[config.mk]
export PLATFORM = sky130hd
export DESIGN_NAME = qpsk_slicer_ber
export DESIGN_NICKNAME = d
export VERILOG_FILES = /design/src/rtl/qpsk_slicer_ber_pkg.sv /design/src/rtl/qpsk_slicer_ber_sync_fifo.sv /design/src/rtl/qpsk_slicer_ber.sv
export SDC_FILE = /design/constraint.sdc
export NUM_CORES = 1
export LEC_CHECK = 0
export CAP_MARGIN = 20
export CORE_ASPECT_RATIO = 1.2
export CORE_MARGIN = 1.5
export CORE_UTILIZATION = 45
export DETAILED_ROUTE_END_ITERATION = 10
export HOLD_SLACK_MARGIN = 0.15
export PLACE_DENSITY = 0.79
export SLEW_MARGIN = 20
export SYNTH_ARGS = -nofsm -noshare
export SYNTH_HDL_FRONTEND = slang
export SYNTH_SLANG_ARGS = --single-unit
[constraint.sdc]
create_clock -name clk -period 5 [get_ports clk]
set_input_delay 0.5 -clock clk [delete_from_list [all_inputs] [get_ports clk]]
set_output_delay 0.5 -clock clk [all_outputs]
set_load 0.1 [all_outputs]
[src/rtl/qpsk_slicer_ber_pkg.sv]
//==============================================================================
// Module   : qpsk_slicer_ber_pkg
// Brief    : Shared FSM encoding, QPSK bit mapping and popcount helper for the
//            receive-side QPSK slicer / BER counter.
// Revision : 1.0 - initial release
//==============================================================================
`default_nettype none

package qpsk_slicer_ber_pkg;

    localparam logic [1:0] c_ST_IDLE = 2'd0;
    localparam logic [1:0] c_ST_RUN  = 2'd1;
    localparam logic [1:0] c_ST_DONE = 2'd2;

    // Bit positions in {b1,b0}: b1 carries the I sign, b0 the Q sign.
    localparam int c_B1_IDX = 1;
    localparam int c_B0_IDX = 0;

    function automatic logic [1:0] popcount2(input logic [1:0] v);
        return {1'b0, v[1]} + {1'b0, v[0]};
    endfunction

endpackage

`default_nettype wire

[src/rtl/qpsk_slicer_ber_sync_fifo.sv]
//==============================================================================
// Module   : qpsk_slicer_ber_sync_fifo
// Brief    : Single-clock FIFO with full/empty flags, synchronous reset and a
//            synchronous clear. A push into a full FIFO lands only with a pop.
// Revision : 1.0 - initial release
//==============================================================================
`default_nettype none

module qpsk_slicer_ber_sync_fifo #(
    parameter int WIDTH = 2,
    parameter int DEPTH = 16
) (
    input  logic             clk,
    input  logic             rst,
    input  logic             clr,
    input  logic             push,
    input  logic             pop,
    input  logic [WIDTH-1:0] wdata,
    output logic [WIDTH-1:0] rdata,
    output logic             full,
    output logic             empty
);

    localparam int c_AW = $clog2(DEPTH);

    logic [WIDTH-1:0] r_mem [DEPTH];
    logic [c_AW:0]    r_wr_ptr;
    logic [c_AW:0]    r_rd_ptr;
    logic             w_do_push;
    logic             w_do_pop;

    // Pointers carry one extra wrap bit to tell full from empty.
    assign empty     = (r_wr_ptr == r_rd_ptr);
    assign full      = (r_wr_ptr[c_AW] != r_rd_ptr[c_AW]) &&
                       (r_wr_ptr[c_AW-1:0] == r_rd_ptr[c_AW-1:0]);
    assign w_do_pop  = pop && !empty;
    assign w_do_push = push && (!full || w_do_pop);
    assign rdata     = r_mem[r_rd_ptr[c_AW-1:0]];

    always_ff @(posedge clk) begin
        if (rst || clr) begin
            r_wr_ptr <= '0;
            r_rd_ptr <= '0;
        end else begin
            if (w_do_push) r_wr_ptr <= r_wr_ptr + (c_AW+1)'(1);
            if (w_do_pop)  r_rd_ptr <= r_rd_ptr + (c_AW+1)'(1);
        end
    end

    always_ff @(posedge clk) begin
        if (w_do_push && !rst && !clr) begin
            r_mem[r_wr_ptr[c_AW-1:0]] <= wdata;
        end
    end

endmodule

`default_nettype wire

[src/rtl/qpsk_slicer_ber.sv]
//==============================================================================
// Module   : qpsk_slicer_ber
// Brief    : Hard QPSK slicer comparing decisions against buffered transmitted
//            bits; counts symbols and saturating bit errors over a run.
// Revision : 1.0 - initial release
//==============================================================================
`default_nettype none

module qpsk_slicer_ber
    import qpsk_slicer_ber_pkg::*;
#(
    parameter int W          = 16,
    parameter int FIFO_DEPTH = 16,
    parameter int CNT_W      = 32
) (
    input  logic             clk,
    input  logic             reset,
    input  logic             start,
    input  logic [CNT_W-1:0] num_symbols,
    input  logic             ref_valid,
    input  logic [1:0]       ref_bits,
    input  logic             in_valid,
    input  logic [W-1:0]     Y_in_real,
    input  logic [W-1:0]     Y_in_imag,
    output logic             bits_valid,
    output logic [1:0]       bits_out,
    output logic [CNT_W-1:0] symbol_count,
    output logic [CNT_W-1:0] bit_errors,
    output logic             done,
    output logic             overflow,
    output logic             underflow
);

    logic [1:0]       r_state;
    logic [1:0]       w_state_nxt;
    logic [CNT_W-1:0] r_num;
    logic [CNT_W-1:0] r_sym;
    logic [CNT_W-1:0] r_err;
    logic [CNT_W-1:0] w_sym_nxt;
    logic [CNT_W-1:0] w_err_nxt;
    logic [CNT_W:0]   w_err_sum;
    logic             r_bits_valid;
    logic [1:0]       r_bits;
    logic             r_ovf;
    logic             r_udf;
    logic [1:0]       w_dec;
    logic [1:0]       w_head;
    logic [1:0]       w_nerr;
    logic             w_run;
    logic             w_push;
    logic             w_cmp;
    logic             w_full;
    logic             w_empty;
    logic             w_unused_lsbs;

    assign w_run  = (r_state == c_ST_RUN);
    // start wins over any same-cycle traffic: the FIFO is being cleared.
    assign w_push = w_run && ref_valid && !start;
    assign w_cmp  = w_run && in_valid && !w_empty && !start;

    qpsk_slicer_ber_sync_fifo #(
        .WIDTH (2),
        .DEPTH (FIFO_DEPTH)
    ) u_ref_fifo (
        .clk   (clk),
        .rst   (reset),
        .clr   (start),
        .push  (w_push),
        .pop   (w_cmp),
        .wdata (ref_bits),
        .rdata (w_head),
        .full  (w_full),
        .empty (w_empty)
    );

    always_comb begin
        w_dec           = '0;
        w_dec[c_B1_IDX] = Y_in_real[W-1];
        w_dec[c_B0_IDX] = Y_in_imag[W-1];
    end

    assign w_unused_lsbs = ^{Y_in_real[W-2:0], Y_in_imag[W-2:0]};

    assign w_nerr    = popcount2(w_dec ^ w_head);
    assign w_sym_nxt = r_sym + CNT_W'(1);
    assign w_err_sum = {1'b0, r_err} + (CNT_W+1)'(w_nerr);
    assign w_err_nxt = w_err_sum[CNT_W] ? {CNT_W{1'b1}} : w_err_sum[CNT_W-1:0];

    always_comb begin
        w_state_nxt = r_state;
        if (start) begin
            w_state_nxt = (num_symbols != '0) ? c_ST_RUN : c_ST_DONE;
        end else if (w_cmp && (w_sym_nxt == r_num)) begin
            w_state_nxt = c_ST_DONE;
        end
    end

    always_ff @(posedge clk) begin
        if (reset) begin
            r_state      <= c_ST_IDLE;
            r_num        <= '0;
            r_sym        <= '0;
            r_err        <= '0;
            r_bits_valid <= 1'b0;
            r_bits       <= '0;
            r_ovf        <= 1'b0;
            r_udf        <= 1'b0;
        end else begin
            r_state      <= w_state_nxt;
            r_bits_valid <= w_cmp;
            if (w_cmp) r_bits <= w_dec;
            if (start) begin
                r_num <= num_symbols;
                r_sym <= '0;
                r_err <= '0;
                r_ovf <= 1'b0;
                r_udf <= 1'b0;
            end else if (w_run) begin
                if (w_cmp) begin
                    r_sym <= w_sym_nxt;
                    r_err <= w_err_nxt;
                end
                if (in_valid && w_empty) r_udf <= 1'b1;
                if (ref_valid && w_full && !w_cmp) r_ovf <= 1'b1;
            end
        end
    end

    assign bits_valid   = r_bits_valid;
    assign bits_out     = r_bits;
    assign symbol_count = r_sym;
    assign bit_errors   = r_err;
    assign done         = (r_state == c_ST_DONE);
    assign overflow     = r_ovf;
    assign underflow    = r_udf;

endmodule

`default_nettype wire

==> flow_metrics.env <==
export IMPL_status="completed"
export IMPL_drv_cap=0
export IMPL_maxSlewHeadroom=0.295
export IMPL_synth_cell_types=72
export IMPL_place_area_um2=8800
export IMPL_max_freq_ghz=0.239
export IMPL_switchingPower_uw=631
export IMPL_n_fill_cell=1495
export IMPL_post_cts_buffers=0
export IMPL_postSynth_topFlopCell="dfxtp_1"
export IMPL_antenna_found_initial=0
export IMPL_swShare=0.237
export IMPL_tns_ns=0
export IMPL_grt_max_degree=44
export IMPL_gp_congestion=0.855
export IMPL_finalSetupViolations=0
export IMPL_core_area_um2=16700
export IMPL_worstSetupPathType="register to register"
export IMPL_worst_pin_slew_ns=1.05
export IMPL_path_max_fanout=17
export IMPL_drcViolationCount=0
export IMPL_min_path_type="register to register"
export IMPL_drt_first_pass_iters=7
export IMPL_regArea_um2=3300
export IMPL_ctsRootBufferMaster="clkbuf_16"
export IMPL_first_global_vias=6073
export IMPL_syn_area_per_cell_um2=9.43
export IMPL_grt_setup_unrepaired="no"
export IMPL_synth_common_cells="dfxtp_1, nor2_1, nand2_1"
export IMPL_die_x_um=122
export IMPL_drive_gt1_frac=0.0768
export IMPL_slowest_stage="dfxtp_1"
export IMPL_path_clk_slew_ns=0.07
export IMPL_row_count=52
export IMPL_hold_slack_ns=0.463
export IMPL_fin_crit_sh=0.837
export IMPL_yosys_area_top_type_share=0.307
export IMPL_arrival_ns=4.56
export IMPL_p_seq_frac=0.474
export IMPL_leakage_nw=3.24
export IMPL_fin_crit_ns=4.19
export IMPL_fin_skew_ns=0.0103
export IMPL_die_h_um=146
export IMPL_crit_top_cell="mux4_2"
export IMPL_combPwrFrac=0.058
export IMPL_synth_area_top_cells="dfxtp_1, edfxtp_1, xnor2_1, xor2_1, nor2_1"
export IMPL_ys_warn_count=0
export IMPL_design_area_um2=9380
export IMPL_yosys_area_top_type="dfxtp_1"
export IMPL_cts_resized=0
export IMPL_critPathRequiredTime_ns=5.38
export IMPL_vias=6304
export IMPL_portBuffers=110
export IMPL_fp_dieArea_um2=17800
export IMPL_hold_viol_final=0
export IMPL_clock_power_share=0.468
export IMPL_synth_most_common_cell="dfxtp_1"
export IMPL_initial_core_util=0.457
export IMPL_synth_async_sr_flop_share=0
export IMPL_place_hpwl_um=13400
export IMPL_clk_latency_ns=0.43
export IMPL_grt_ovfl_total=0
export IMPL_viasPerCell=5.59
export IMPL_antenna_cells=0
export IMPL_synth_seq_area_share=0.433
export IMPL_ioPinCount=141
export IMPL_netlist_instances=810
export IMPL_synth_edff_count=32
export IMPL_wl_um=18700
export IMPL_critPathMaxStageDelay_ns=0.63
export IMPL_finalPower_mw=2.66
export IMPL_drv_slew=0
export IMPL_wl_per_cell_um=16.6
export IMPL_cts_buffers=17
export IMPL_synth_nets=889
export IMPL_cts_tree="yes"
export IMPL_syn_cell_area_um2=7640
export IMPL_intPower_mw=2.03
export IMPL_ys_ff_latch=149
export IMPL_cts_max_path_buffers=2
export IMPL_clkSinkCount=149
export IMPL_cts_hold_buffers_added=0
export IMPL_vdd_drop_max_v=0.000225
export IMPL_grt_pass1_wl_um=30000
export IMPL_area_growth_pct=22.8
export IMPL_ant_nets=0
export IMPL_drt_iter0_markers=332
export IMPL_multi_input_area_um2=4040
export IMPL_grtUsageTotal=0.216
export IMPL_power_density_nw_per_um2=284
export IMPL_nets=977
export IMPL_critPathLaunchType="register"
export IMPL_path_cells="mux4_2, mux4_2, xnor2_1, fa_1, inv_1, ha_1, nand2_1, nor3_4, nand4_1, buf_4, nand3_1, o211a_1"
export IMPL_cts_max_level=4
export IMPL_crit_path_end_kind="register"
## cells in the final DEF (no fill, tap or decap), types with 9 or more instances in the layout
cell             count
a21oi_1             36
and3_1              14
clkbuf_16           17
clkdlybuf4s50_1    109
dfxtp_1            117
edfxtp_1            32
inv_1               13
mux2i_1             37
mux4_2              10
nand2_1             56
nand2b_1             9
nand3_1             29
nand4_1             32
nor2_1             112
nor3_1              16
nor4_1              19
o21ai_0             18
or3_1               12
xnor2_1             50
xor2_1              50
## per-layer routing
| metal | GRT usage | routed length, um |
|---|---|---|
| met3 | 0.0521 | 969 |
| met5 | 0 | 0 |
| met4 | 0.0929 | 558 |
| met1 | 0.253 | 7640 |
| met2 | 0.372 | 9530 |
## worst max-delay path: cells and delay by family, from the launching register on
kind / cells / cell delay, ns
AOI/OAI and AO/OA: 1 / 0.14
xor gates and xnor gates: 1 / 0.18
adders and majority gates: 2 / 0.62
buffers and inverters: 2 / 0.43
DFF: 1 / 0.63
muxes: 2 / 1.11
and+or+nand+nor: 4 / 1.01
## stage by stage
stage	worst slack, ns	std cells	utilization
floorplan	1.10	810	-
global placement	0.866	1095	0.526
detailed placement	0.870	1095	0.526
CTS	0.783	1127	0.561
global route	0.481	1127	0.561
finish	0.814	1127	0.561
## kinds of logic (layout without fill, tap and decap cells)
kind of cell,after synthesis,count (layout),synth area share
flip-flops,149,149,0.433
AO/OA/AOI/OAI,93,93,0.0782
multiplexers,47,47,0.0780
XOR/XNOR,101,101,0.118
AND/OR/NAND/NOR,352,352,0.240
adder cells (fa/ha/maj),8,8,0.0141
buffers and inverters,60,161,0.0392
## path summary, 6_finish.rpt
kind	startpoint	to	slack (ns)	cells after the start
worst min-delay path	bits_out[1]	bits_out[1]	0.46	2
worst max register to register	register	bit_errors[23]	0.81	12
worst max-delay path	register	bit_errors[23]	0.81	12
worst min register to register	bits_out[1]	bits_out[1]	0.46	2
## power by group through the flow
| stage | clock network, mW | registers (mW) | logic (mW) |
|---|---|---|---|
| after floorplan | 0 | 1.28 | 0.0888 |
| after global placement | 0 | 1.29 | 0.152 |
| after detailed placement | 0 | 1.29 | 0.154 |
| after CTS | 1.26 | 1.26 | 0.155 |
| after global routing | 1.31 | 1.26 | 0.168 |
| final | 1.24 | 1.26 | 0.155 |
## state kept, by name, summed over array words and instances (netlist names), named ones only
name and flops:
bit_errors 32, r_num 32, symbol_count 32, u_ref_fifo.r_mem 32, u_ref_fifo.r_rd_ptr 5, u_ref_fifo.r_wr_ptr 5, bits_out 2, r_state 2
bits_valid 1, overflow 1, underflow 1
## final cells by class
class / instances / area share
multi-input combinational: 601 / 0.430
sequential: 149 / 0.352
timing repair buffer: 116 / 0.122
clock buffer: 18 / 0.0468
tap: 216 / 0.0288
clock inverter: 14 / 0.0148
inverter: 13 / 0.00520
No activity file was read; power rests on OpenSTA's default activity.
